File: src/rtl/draw_cmd_decoder_if.sv
// Byte-stream command bus plus engine dispatch signals for draw_cmd_decoder.
// slave is the decoder side; master is the byte source / engine side.
interface draw_cmd_decoder_if;
  logic [7:0] byte_in;
  logic       byte_valid;
  logic       byte_ready;
  logic       eng_done;
  logic       start_fill;
  logic       start_line;
  logic [7:0] x0;
  logic [7:0] y0;
  logic [7:0] x1;
  logic [7:0] y1;
  logic       busy;
  logic       cmd_done;
  logic       err;

  modport master (
    output byte_in, byte_valid, eng_done,
    input  byte_ready, start_fill, start_line,
    input  x0, y0, x1, y1,
    input  busy, cmd_done, err
  );

  modport slave (
    input  byte_in, byte_valid, eng_done,
    output byte_ready, start_fill, start_line,
    output x0, y0, x1, y1,
    output busy, cmd_done, err
  );
endinterface

File: src/rtl/draw_cmd_decoder.sv
// Assembles opcode+coordinate commands from a byte stream and dispatches them
// to the fill or line engine, holding coordinates until the engine is done.
module draw_cmd_decoder #(
  parameter int GAP_TIMEOUT = 255,
  parameter int TO_W        = 16
) (
  input logic               clk,
  input logic               rst_n,
  draw_cmd_decoder_if.slave bus
);

  localparam logic [TO_W-1:0] GAP_LIMIT = TO_W'(GAP_TIMEOUT);
  localparam logic [7:0] OP_NOP   = 8'h00;
  localparam logic [7:0] OP_FILL  = 8'h01;
  localparam logic [7:0] OP_LINE  = 8'h02;
  localparam logic [7:0] OP_PIXEL = 8'h03;

  typedef enum logic [1:0] {
    IDLE,
    ARGS,
    DISPATCH,
    WAIT
  } state_t;

  state_t          state;
  logic [7:0]      opcode;
  logic [1:0]      arg_idx;
  logic [TO_W-1:0] gap_cnt;
  logic [7:0]      arg_x0;
  logic [7:0]      arg_y0;
  logic [7:0]      arg_x1;
  logic            accept;
  logic            is_pixel;
  logic            last_arg;

  assign accept   = bus.byte_valid && bus.byte_ready;
  assign is_pixel = (opcode == OP_PIXEL);
  assign last_arg = is_pixel ? (arg_idx == 2'd1) : (arg_idx == 2'd3);

  // Arguments collect in shadow registers and only reach x0..y1 on the final
  // byte, so a dropped partial command leaves the previous coordinates intact.
  always_ff @(posedge clk or negedge rst_n) begin
    if (!rst_n) begin
      state          <= IDLE;
      opcode         <= 8'h00;
      arg_idx        <= 2'd0;
      gap_cnt        <= '0;
      arg_x0         <= 8'h00;
      arg_y0         <= 8'h00;
      arg_x1         <= 8'h00;
      bus.byte_ready <= 1'b0;
      bus.start_fill <= 1'b0;
      bus.start_line <= 1'b0;
      bus.x0         <= 8'h00;
      bus.y0         <= 8'h00;
      bus.x1         <= 8'h00;
      bus.y1         <= 8'h00;
      bus.busy       <= 1'b0;
      bus.cmd_done   <= 1'b0;
      bus.err        <= 1'b0;
    end else begin
      bus.start_fill <= 1'b0;
      bus.start_line <= 1'b0;
      bus.cmd_done   <= 1'b0;
      bus.err        <= 1'b0;

      case (state)
        IDLE: begin
          bus.byte_ready <= 1'b1;
          bus.busy       <= 1'b0;
          if (accept) begin
            case (bus.byte_in)
              OP_NOP: begin
              end
              OP_FILL, OP_LINE, OP_PIXEL: begin
                opcode   <= bus.byte_in;
                arg_idx  <= 2'd0;
                gap_cnt  <= '0;
                bus.busy <= 1'b1;
                state    <= ARGS;
              end
              default: bus.err <= 1'b1;
            endcase
          end
        end

        ARGS: begin
          if (accept) begin
            gap_cnt <= '0;
            case (arg_idx)
              2'd0:    arg_x0 <= bus.byte_in;
              2'd1:    arg_y0 <= bus.byte_in;
              2'd2:    arg_x1 <= bus.byte_in;
              default: begin
              end
            endcase
            if (last_arg) begin
              bus.x0         <= arg_x0;
              bus.y0         <= is_pixel ? bus.byte_in : arg_y0;
              bus.x1         <= is_pixel ? arg_x0 : arg_x1;
              bus.y1         <= bus.byte_in;
              bus.start_fill <= (opcode != OP_LINE);
              bus.start_line <= (opcode == OP_LINE);
              bus.byte_ready <= 1'b0;
              state          <= DISPATCH;
            end else begin
              arg_idx <= arg_idx + 2'd1;
            end
          end else if (gap_cnt == GAP_LIMIT) begin
            // A byte arriving on the limit cycle still wins over the timeout.
            bus.err  <= 1'b1;
            bus.busy <= 1'b0;
            gap_cnt  <= '0;
            arg_idx  <= 2'd0;
            state    <= IDLE;
          end else begin
            gap_cnt <= gap_cnt + TO_W'(1);
          end
        end

        DISPATCH: begin
          state <= WAIT;
        end

        WAIT: begin
          if (bus.eng_done) begin
            bus.cmd_done   <= 1'b1;
            bus.busy       <= 1'b0;
            bus.byte_ready <= 1'b1;
            state          <= IDLE;
          end
        end

        default: state <= IDLE;
      endcase
    end
  end

endmodule

File: src/flat_wrapper.sv
// flat-port wrapper written by rule: the top's interface ports become plain ports
module draw_cmd_decoder_flat 
#(
  parameter int GAP_TIMEOUT = 255,
  parameter int TO_W        = 16
)
  (clk, rst_n, bus_byte_in, bus_byte_valid, bus_eng_done, bus_byte_ready, bus_start_fill, bus_start_line, bus_x0, bus_y0, bus_x1, bus_y1, bus_busy, bus_cmd_done, bus_err);
  draw_cmd_decoder_if bus_i ();
  input logic clk;
  input logic rst_n;
  input wire logic [$bits(bus_i.byte_in)-1:0] bus_byte_in;
  input wire logic [$bits(bus_i.byte_valid)-1:0] bus_byte_valid;
  input wire logic [$bits(bus_i.eng_done)-1:0] bus_eng_done;
  output wire logic [$bits(bus_i.byte_ready)-1:0] bus_byte_ready;
  output wire logic [$bits(bus_i.start_fill)-1:0] bus_start_fill;
  output wire logic [$bits(bus_i.start_line)-1:0] bus_start_line;
  output wire logic [$bits(bus_i.x0)-1:0] bus_x0;
  output wire logic [$bits(bus_i.y0)-1:0] bus_y0;
  output wire logic [$bits(bus_i.x1)-1:0] bus_x1;
  output wire logic [$bits(bus_i.y1)-1:0] bus_y1;
  output wire logic [$bits(bus_i.busy)-1:0] bus_busy;
  output wire logic [$bits(bus_i.cmd_done)-1:0] bus_cmd_done;
  output wire logic [$bits(bus_i.err)-1:0] bus_err;
  assign bus_i.byte_in = bus_byte_in;
  assign bus_i.byte_valid = bus_byte_valid;
  assign bus_i.eng_done = bus_eng_done;
  assign bus_byte_ready = bus_i.byte_ready;
  assign bus_start_fill = bus_i.start_fill;
  assign bus_start_line = bus_i.start_line;
  assign bus_x0 = bus_i.x0;
  assign bus_y0 = bus_i.y0;
  assign bus_x1 = bus_i.x1;
  assign bus_y1 = bus_i.y1;
  assign bus_busy = bus_i.busy;
  assign bus_cmd_done = bus_i.cmd_done;
  assign bus_err = bus_i.err;
  draw_cmd_decoder #(.GAP_TIMEOUT(GAP_TIMEOUT), .TO_W(TO_W)) u_core (.clk(clk), .rst_n(rst_n), .bus(bus_i));
endmodule
File: config.mk
export PLATFORM = sky130hd
export DESIGN_NAME = draw_cmd_decoder_flat
export DESIGN_NICKNAME = d
export VERILOG_FILES = /design/src/rtl/draw_cmd_decoder_if.sv /design/src/rtl/draw_cmd_decoder.sv /design/src/flat_wrapper.sv
export SDC_FILE = /design/constraint.sdc
export NUM_CORES = 1
export LEC_CHECK = 0
export BUFFER_PORTS_ARGS = -buffer_cell sky130_fd_sc_hd__buf_2
export CAP_MARGIN = 20
export CORE_AREA = 3 3 95 97
export CTS_BUF_LIST = sky130_fd_sc_hd__clkbuf_4 sky130_fd_sc_hd__clkbuf_8
export DETAILED_ROUTE_END_ITERATION = 10
export DIE_AREA = 0 0 98 100
export PLACE_DENSITY = 0.7
export SYNTH_ARGS = -nofsm -noshare
export SYNTH_HDL_FRONTEND = slang
export SYNTH_SLANG_ARGS = --single-unit
File: constraint.sdc
create_clock -name clk -period 3.3 [get_ports clk]
set_input_delay 0.99 -clock clk [delete_from_list [all_inputs] [get_ports clk]]
set_output_delay 0.99 -clock clk [all_outputs]
set_load 0.05 [all_outputs]
======== Word-level counts from Yosys, hierarchy flattened ========
Index checks and enable logic that the tools add are counted.
operators by class
  muxes and demuxes ....................... 43
  eq/ne operators ......................... 23
  reduce and logical (&&, ||, !) cells .... 18
  add/subtract/negate cells ............... 2
operators by type and width
  kind                   count
  $mux 16                4
  $eq 8x2->1 const B     4
  $pmux 16 s2            1
  $mux 1                 21
  $mux 2                 10
  $reduce_and 3->1       6
  $add 16x1->16 const B  1
  $eq 16x8->1 const B    1
  $mux 8                 2
  $reduce_and 5->1       2
  $eq 2x2->1 const B     4
  $eq 8x1->1 const B     1
  $logic_not 8->1        1
  $ne 2x1->1 const B     4
  $ne 8x2->1 const B     1
  $pmux 2 s4             1
  $reduce_and 4->1       2
  $ne 2x2->1 const B     3
  $ne 3x3->1 const B     2
  $pmux 1 s3             2
  $eq 2x1->1 const B     2
  $logic_not 2->1        2
  $pmux 2 s2             1
  $reduce_or 4->1        1
  other kinds (7)        7
storage, ports and cells
  input bits .............................. 12
  bits in registers ....................... 90

======== Depth between registers and ports, before layout ========
Gate-level depths: netlist of run 1.
  word-level depth ........................ 5
  gate-level depth with buffers ........... 7

======== Least setup slack after synthesis of run 1 ========
No wires, ideal clock.
  path type ............................... input-to-reg
  start ................................... in bus_byte_valid
  end ..................................... reg u_core.bus.x1[4]
  required time ........................... 3.175 ns
  stages on the path ...................... 5
  data arrival time ....................... 2.285 ns
  slack ................................... 0.891 ns
  cell sequence ........................... and4b_1 > clkbuf_1 > a21boi_2 > buf_4 > mux2_2
between the ends
  word-level cells in the longest chain between the ends .. 2
RTL lines
  item                        RTL line                   text
  start: declaration          flat_wrapper.sv:12         input wire logic [$bits(bus_i.byte_valid)-1:0] bus_byte_valid;
  $logic_and 1x1->1           draw_cmd_decoder.sv:36     assign accept = bus.byte_valid && bus.byte_ready;
  $reduce_and 3->1 (no line)  -
  end signal: assignment      draw_cmd_decoder.sv:100    bus.x1 <= is_pixel ? arg_x0 : arg_x1;
  end: declaration            draw_cmd_decoder_if.sv:28  output x0, y0, x1, y1,
No other way between the ends.
A chain may end at the register's enable or synchronous reset.

======== Worst setup path after layout of run 1 ========
  start ................................... in bus_byte_in[6]
  end ..................................... reg u_core.opcode[0]
between the ends
  word-level cells in the longest chain between the ends .. 3
  elaborated cells on any way between the ends .. 5
  those cells by class .................... eq/ne (3); reduce/logical (2)
RTL lines
  item                                             RTL line                text
  start: declaration                               flat_wrapper.sv:11      input wire logic [$bits(bus_i.byte_in)-1:0] bus_byte_in;
  $eq 8x1->1 / $eq 8x2->1 (equally long branches)  draw_cmd_decoder.sv:72  case (bus.byte_in)
  $reduce_or 3->1 (*)                              draw_cmd_decoder.sv:72
  $reduce_and 3->1 (no line) (*)                   -
  end signal: assignment                           draw_cmd_decoder.sv:76  opcode <= bus.byte_in;
  end: declaration                                 draw_cmd_decoder.sv:26  logic [7:0] opcode;
Mark *: on every way between the ends. The rest lies on a longest branch, timed or not.

==> impl_results.md, run 1 <==
* Number of flops mapped to enable cells by yosys at 0
* Root Buffer: clkbuf_8
* Top-level I/O count at 50
* Max Buffers Root-to-Sink at 2
* Die X at 98 um
* Clk_skew at 0.009071 ns
* Synth Cell Area at 4140 um2
* Hold slack at 0.5078 ns
* Max Clk Rate at approximately 0.42 GHz
* CP endpoint: u_core.opcode[0]
* Max incr delay on CP at between 0.5 and 0.6 ns
* Final WS setup at between 0.9 and 1 ns
* Core area at a little over 8000 um2
* Grt ovf at 0
* Cells after DPL at 472
* R2r setup slk at 1.08 ns
* Vias in the first global route at 2840
* Setup repair after global routing missed its margin: no
* Top cell type's share of synthesized area at 0.5440
* Arrival time worst endpoint at 2.61 ns
* Num rows at 33
* Layout cells sized above 1 at 0.3979
* Count of cell types in the netlist at 48
* Top cells by area, synth: dfrtp_1 54%, mux2_2 20%, a31oi_1 2.6%
* Num CTS Buffers at 9
* Clock Latency Late Sink at ~0.36 ns
* Register bit total from synthesis at 90
* Crit Reg-Reg Startpoint: u_core.gap_cnt[0]
* I/O Buffers at 49
* Critical Path Source Type: input pin
* Synth Net Count at between 300 and 400
* Layout Area Growth over Synthesis at 13.99%
* DRC viols at 0
* WL per Instance at 16.84 um
* GPL Wtd Cong at 0.8589
* Die Ht at about 100 um
* DP Worst Slack at 0.5837 ns
* DP HPWL at 5576 um
* Final hold viol count at 0
* Slew headroom at 0.5795
* Vias at 2847
* Routed wire length at 8202 um
* R2R depth at 6
* Commonest register cell after synthesis: dfrtp_1
* Die area at roughly 9800 um2
* DRT antenna net count at 0
* Yosys synthesis warning count at 0
* Largest net degree at the start of global routing at 50
* Slew Limit Fails at 0
* Crit path max fanout at 9
* Nets at 395
* CTS Hold Bufs at 0
* Gate Count Post-Synth at roughly 330
* R2R Path End: u_core.arg_idx[0]
* Crit path required time at 3.54 ns
* Layout Cells excl Fill at around 490
* Post-synthesis sequential area ratio at 0.5440
* 1st-iter DRT viols at 112
* # diodes at 0
* Post-CTS setup buffer count at 0
* TritonRoute pass-1 iters at 4
* Clock sinks at 90
* CP Class: in -> reg
* Minimum clock period at 2.363 ns
* Post_cts resized at 0
* Peak supply drop at approximately 0.72 mV
* Synth Area per Inst at approximately 13 um2
* First-pass GRT wire length at 14330 um
* Worst setup startpoint: bus_byte_in[6]
* Slowest cell on crit path: or4_4
* Initial antenna violation count at 0
* Worst-Margin Slew at 0.6307 ns
* Vias/cell at 5.846
* Status: complete, no violations
* Setup TNS at 0 ns
* Area leader, netlist: dfrtp_1
* Max-cap violations at 0
* Fin crit share at 0.7160
* Finish-stage setup viols at 0
* Critical-path cell list: buf_2 -> or4_4 -> nor3_1 -> nand2_1 -> mux2_2
* Clock Pin Slew Worst Setup and Hold Paths at 0.09 ns
* CTS H-tree depth at 3
* CTS tree: built
* GRT Overall Usage at 0.1834
* PD cells at 867.6 nW/um2
* Hold Crit Class: reg -> reg
* Fillers at 701
* Initial core utilization at 0.5039
* Asr flop ratio synth at 1.000
* CP endpoint kind: flop
* LEAKAGE at 2.241 nW
==> critical path, delay by kind of cell <==
family / cells / cell delay [ns]
muxes: 1 / 0.33
and+or+nand+nor: 3 / 1.16
buffers and inverters: 1 / 0.13
==> sequential cells by signal (all words and copies together), names as in the netlist, named ones only <==
register	flops
u_core.gap_cnt	16
u_core.arg_x0	8
u_core.arg_x1	8
u_core.arg_y0	8
u_core.bus.x0	8
u_core.bus.x1	8
u_core.bus.y0	8
u_core.bus.y1	8
u_core.opcode	8
u_core.arg_idx	2
u_core.bus.busy	1
u_core.bus.byte_ready	1
u_core.bus.cmd_done	1
u_core.bus.err	1
u_core.bus.start_fill	1
u_core.bus.start_line	1
u_core.state	1
==> cell families after synthesis <==
group | share of synthesized area
flops | 0.5440
simple gates | 0.1136
mux | 0.2037
compound gates | 0.09399
buf+inv | 0.02961
fa+ha+maj | 0.01511
==> placed cells by master, fill, tap and decap left out, types with 2 or more instances in the layout <==
master     instances
or4_1              2
clkbuf_8           9
a41oi_1            8
nand4_1            8
nand2_1           14
and3_1             7
nand3_1           16
a21oi_1            7
nor4_1             2
and4_1             2
a31oi_1           17
buf_2             48
and2_1            10
buf_4              5
dfrtp_1           90
nor3_1             3
nor2_1             7
inv_1              8
o21ai_0            4
ha_1               5
mux2_2            74
bufinv_16          3
o211ai_1           5
==> synthesized netlist by cell type (2+ instances only) <==
| cell | number |
|---|---|
| buf_2 | 3 |
| nor4_1 | 2 |
| nor3_1 | 3 |
| nor2_1 | 7 |
| nand2_1 | 14 |
| inv_1 | 8 |
| nand4_1 | 8 |
| ha_1 | 5 |
| dfrtp_1 | 90 |
| and2_1 | 10 |
| or4_1 | 2 |
| a21oi_1 | 8 |
| clkbuf_1 | 11 |
| a41oi_1 | 8 |
| o21ai_0 | 4 |
| a31oi_1 | 17 |
| o211ai_1 | 5 |
| and4_1 | 2 |
| mux2_2 | 74 |
| nand3_1 | 16 |
| and3_1 | 7 |
==> layout make-up <==
| type | count | area [um2] | area share |
|---|---|---|---|
| sequential | 90 | 2252 | 0.4772 |
| clock buffer | 9 | 123.9 | 0.02625 |
| tap | 105 | 131.4 | 0.02784 |
| multi-input combinational | 215 | 1769 | 0.3749 |
| clock inverter | 6 | 115.1 | 0.02439 |
| inverter | 8 | 30.03 | 0.006363 |
| timing repair buffer | 54 | 297.8 | 0.06310 |
==> per-layer routing <==
metal  global-route usage  part of all wire
met1               0.2524              0.47
met3              0.03753             0.052
met4              0.07561             0.012
met5                    0                 0
met2               0.2859              0.46
==> report_power, final <==
| group | internal [mW] | total (mW) | switching (mW) |
|---|---|---|---|
| registers | 1.45 | 1.66 | 0.218 |
| logic | 0.544 | 1.54 | 0.992 |
| clock network | 0.503 | 0.895 | 0.393 |
| total | 2.49 | 4.09 | 1.60 |
==> stage by stage <==
step                total power [mW]  cell area, um2  utilization
floorplan                      2.857            4140            -
global placement               3.182            4481       0.5453
detailed placement             3.235            4481       0.5453
CTS                            4.132            4720       0.5744
global route                   4.339            4720       0.5744
finish                         4.095            4720       0.5744
==> how the worst min path moves through the flow <==
stage / cells past startpoint / to / slack, ns / start
finish: 1 / u_core.bus.x0[6] / 0.51 / u_core.bus.x0[6]
global route: 1 / u_core.bus.x0[6] / 0.52 / u_core.bus.x0[6]
CTS: 1 / u_core.bus.x0[6] / 0.51 / u_core.bus.x0[6]
detailed placement: 1 / u_core.bus.x0[5] / 0.49 / u_core.bus.x0[5]
global placement: 1 / u_core.bus.start_line / 0.48 / u_core.opcode[0]
floorplan: 1 / u_core.bus.start_line / 0.44 / u_core.opcode[0]
(Power assumes the default switching activity.)
==> inputs of run 2 (changes only) <==
--- a/config.mk
+++ b/config.mk
@@ -5,13 +5,14 @@
 export SDC_FILE = /design/constraint.sdc
 export NUM_CORES = 1
 export LEC_CHECK = 0
+export ABC_AREA = 1
 export BUFFER_PORTS_ARGS = -buffer_cell sky130_fd_sc_hd__buf_2
 export CAP_MARGIN = 20
-export CORE_AREA = 3 3 95 97
+export CORE_AREA = 3 3 96 98
 export CTS_BUF_LIST = sky130_fd_sc_hd__clkbuf_4 sky130_fd_sc_hd__clkbuf_8
 export DETAILED_ROUTE_END_ITERATION = 10
-export DIE_AREA = 0 0 98 100
-export PLACE_DENSITY = 0.7
+export DIE_AREA = 0 0 99 101
+export PLACE_DENSITY = 0.68
 export SYNTH_ARGS = -nofsm -noshare
 export SYNTH_HDL_FRONTEND = slang
 export SYNTH_SLANG_ARGS = --single-unit
==> constraint.sdc (replaced) <==
create_clock -name clk -period 2.25 [get_ports clk]
set_input_delay 0.675 -clock clk [delete_from_list [all_inputs] [get_ports clk]]
set_output_delay 0.675 -clock clk [all_outputs]
set_load 0.05 [all_outputs]
==> impl_results.md, run 2 <==
* Clock Pin Slew Worst Setup and Hold Paths at 0.09 ns (about the same)
* PD cells at 717.6 nW/um2 (-17%)
* Largest net degree at the start of global routing at 44 (-12%)
* Sequential share of power at 0.538 (+0.132)
* Grt ovf at 0 (unchanged)
* Most frequent cells in the layout: 183 x nand2_1, 90 x dfrtp_1, 51 x o21ai_0
* Top-level I/O count at 50 (unchanged)
* Finish-stage setup viols at 0 (unchanged)
* Asr flop ratio synth at 1.000 (unchanged)
* Max FFs per register at 16 (unchanged)
* Crit Reg-Reg Startpoint: u_core.gap_cnt[0]
* Slew Limit Fails at 0 (unchanged)
* Vias at 3427 (+20%)
* Hold Crit Class: in -> async
* Fin crit share at 0.8169
* Die Ht at 101 um (+1.0%)
* Die X at 99 um (+1.0%)
* Layout Area Growth over Synthesis at 14.71%
* Cells after DPL at 666 (+41%)
* Gate Count Post-Synth at 512 (+55%)
* Worst-Margin Slew at 0.5712 ns (-0.05958 ns)
* Crit path max fanout at 8 (-1)
* CTS Hold Bufs at 0 (unchanged)
* Top cell type's share of synthesized area at 0.5427 (-0.001312)
* Vias/cell at 5.025 (-14%)
* Nets at 586 (+48%)
* R2R Path End: u_core.arg_idx[0]
* Sw power at 0.9923 mW (-38%)
* Switching share of power at 0.2905 (-0.1008)
* Count of cell types in the netlist at 29 (-40%)
* GPL Wtd Cong at 0.8552 (-0.43%)
* Peak supply drop at 0.3724 mV (-48%)
* Die area at 9999 um2 (+2.0%)
* Biggest register: u_core.gap_cnt
* Max Buffers Root-to-Sink at 2 (unchanged)
* Arrival time worst endpoint at 2.08 ns (-0.53 ns)
* Clk_skew at 0.01436 ns (+0.005289 ns)
* Slew headroom at 0.6192 (+0.03972)
* Yosys synthesis warning count at 0 (unchanged)
* Status: complete, no violations
* 1st-iter DRT viols at 159 (+42%)
* Core area at 8551 um2 (+4.1%)
* Post-synthesis sequential area ratio at 0.5427 (-0.001312)
* CP Class: reg -> reg
* Fillers at 804 (+15%)
* Setup TNS at 0 ns (unchanged)
* Minimum clock period at about 1.8 ns
* Layout Cells excl Fill at 682 (+40%)
* GRT Overall Usage at 0.1934 (+0.01009)
* Number of flops mapped to enable cells by yosys at 0 (unchanged)
* Max Clk Rate at between 0.5 and 0.6 GHz
* DRT antenna net count at 0 (unchanged)
* Top cells by area, synth: dfrtp_1 54%, nand2_1 17%, o21ai_0 6.2%
* Crit path required time at 2.49 ns (-1.05 ns)
* I/O Buffers at 49 (unchanged)
* Area leader, netlist: dfrtp_1
* Final hold viol count at 0 (unchanged)
* R2r setup slk at 0.41 ns (-0.67 ns)
* Post_cts resized at 0 (unchanged)
* Commonest non-fill, non-tap cell in the layout: nand2_1
* CP endpoint kind: flop
* First-pass GRT wire length at 15610 um (+9.0%)
* CTS H-tree depth at 3 (unchanged)
* Root Buffer: clkbuf_8
* Initial antenna violation count at 0 (unchanged)
* R2R depth at 8 (+2)
* WL per Instance at 13.25 um (-21%)
* # diodes at 0 (unchanged)
* Num rows at 34 (+3.0%)
* Register bit total from synthesis at 90 (unchanged)
* DRC viols at 0 (unchanged)
* Synth Area per Inst at 8.106 um2 (-35%)
* Clock power frac at 0.322 (+0.103)
* Most used standard cell by instance count after synthesis: nand2_1
* DP HPWL at 6439 um (+15%)
* Setup repair after global routing missed its margin: no
* Commonest cells in the netlist: 183 x nand2_1, 90 x dfrtp_1, 51 x o21ai_0, 50 x inv_1, 33 x nor2_1
* Commonest register cell after synthesis: dfrtp_1
* Post-CTS setup buffer count at 0 (unchanged)
* Max-cap violations at 0 (unchanged)
* Routed wire length at 9034 um (+10%)
* Synth Net Count at 529 (+52%)
* Clock Latency Late Sink at 0.35 ns (about the same)
* Total internal power at 2.424 mW (-2.8%)
* Synth Cell Area at 4150 um2 (+0.24%)
* CTS tree: built
* Num CTS Buffers at 9 (unchanged)
* TritonRoute pass-1 iters at 4 (unchanged)
* Critical Path Source Type: flop
* Vias in the first global route at 3331 (+17%)
* LEAKAGE at 2.537 nW (+13%)
* Initial core utilization at 0.4854 (-0.01852)
* Layout cells sized above 1 at 0.1655 (-0.2324)
* Clock sinks at 90 (unchanged)
* Comb power frac at 0.139 (-0.236)
## run 2: changes by cell type after synthesis, moves of 5 or more
| cell | change |
|---|---|
| inv_1 | +42 |
| o211ai_1 | -5 |
| a31oi_1 | -16 |
| mux2_2 | -74 |
| nor2_1 | +26 |
| o21ai_0 | +47 |
| and2_1 | -8 |
| a41oi_1 | -8 |
| nand2_2 | +5 |
| nand4_1 | +10 |
| nand2_1 | +169 |
| o21ai_1 | +16 |
| and3_1 | -7 |
## run 2: layout make-up
class                      instances  area [um2]  share of cell area
clock buffer                       9       123.9             0.02602
inverter                          54       202.7             0.04258
tap                              108       135.1             0.02838
multi-input combinational        353        1622              0.3406
sequential                        90        2252              0.4731
timing repair buffer              61       350.3             0.07359
clock inverter                     7       75.07             0.01577
## run 2: cells by family after synthesis
logic type / synth area share
and+or+nand+nor: 0.2789
DFF: 0.5427
buffers and inverters: 0.06663
AOI/OAI and AO/OA: 0.09256
adders and majority gates: 0.01507
xor gates and xnor gates: 0.004221
## run 2: stage by stage
stage / power (mW) / setup slack (ns) / area (um2) / hold WS, ns / utilization
after floorplan: 2.175 / 0.5229 / 4150 / 0.3794 / -
after global placement: 2.322 / 0.2585 / 4562 / 0.4620 / 0.5335
after detailed placement: 2.347 / 0.1524 / 4562 / 0.4603 / 0.5335
after CTS: 3.462 / 0.4119 / 4761 / 0.3215 / 0.5568
after global routing: 3.612 / 0.2078 / 4761 / 0.3358 / 0.5568
final: 3.416 / 0.4121 / 4761 / 0.3093 / 0.5568
## run 2: worst max path at each step
stage | start | to | slack, ns | cells past startpoint
after global routing | u_core.gap_cnt[0] | u_core.arg_idx[1] | 0.21 | 8
after global placement | bus_byte_in[4] | u_core.gap_cnt[5] | 0.26 | 9
after detailed placement | bus_byte_in[6] | u_core.gap_cnt[2] | 0.15 | 9
after floorplan | u_core.bus.byte_ready | u_core.gap_cnt[11] | 0.52 | 8
final | u_core.gap_cnt[0] | u_core.arg_idx[0] | 0.41 | 8
after CTS | u_core.gap_cnt[0] | u_core.arg_idx[0] | 0.41 | 8
## run 2: power groups by stage
stage | registers (mW) | clock network, mW | logic, mW
floorplan | 1.86 | 0 | 0.316
global placement | 1.86 | 0 | 0.461
detailed placement | 1.87 | 0 | 0.480
CTS | 1.84 | 1.14 | 0.485
global route | 1.85 | 1.21 | 0.551
finish | 1.84 | 1.10 | 0.476
## run 2: critical path, cell delays in order, from the launching register on
cell,delay [ns]
dfrtp_1,0.44
ha_1,0.29
nand3_1,0.19
nor2_1,0.23
nand2_2,0.16
nand2_1,0.18
nand3_1,0.12
nand2_1,0.08
nand2_1,0.05
## run 2: routing by layer
layer | part of all wire | global-route usage | vias to the layer above
met5 | 0 | 0 | -
met2 | 0.47 | 0.3068 | 68
met4 | 0.013 | 0.06723 | 0
met1 | 0.47 | 0.2687 | 1601
met3 | 0.041 | 0.03529 | 13
li1 | - | - | 1745
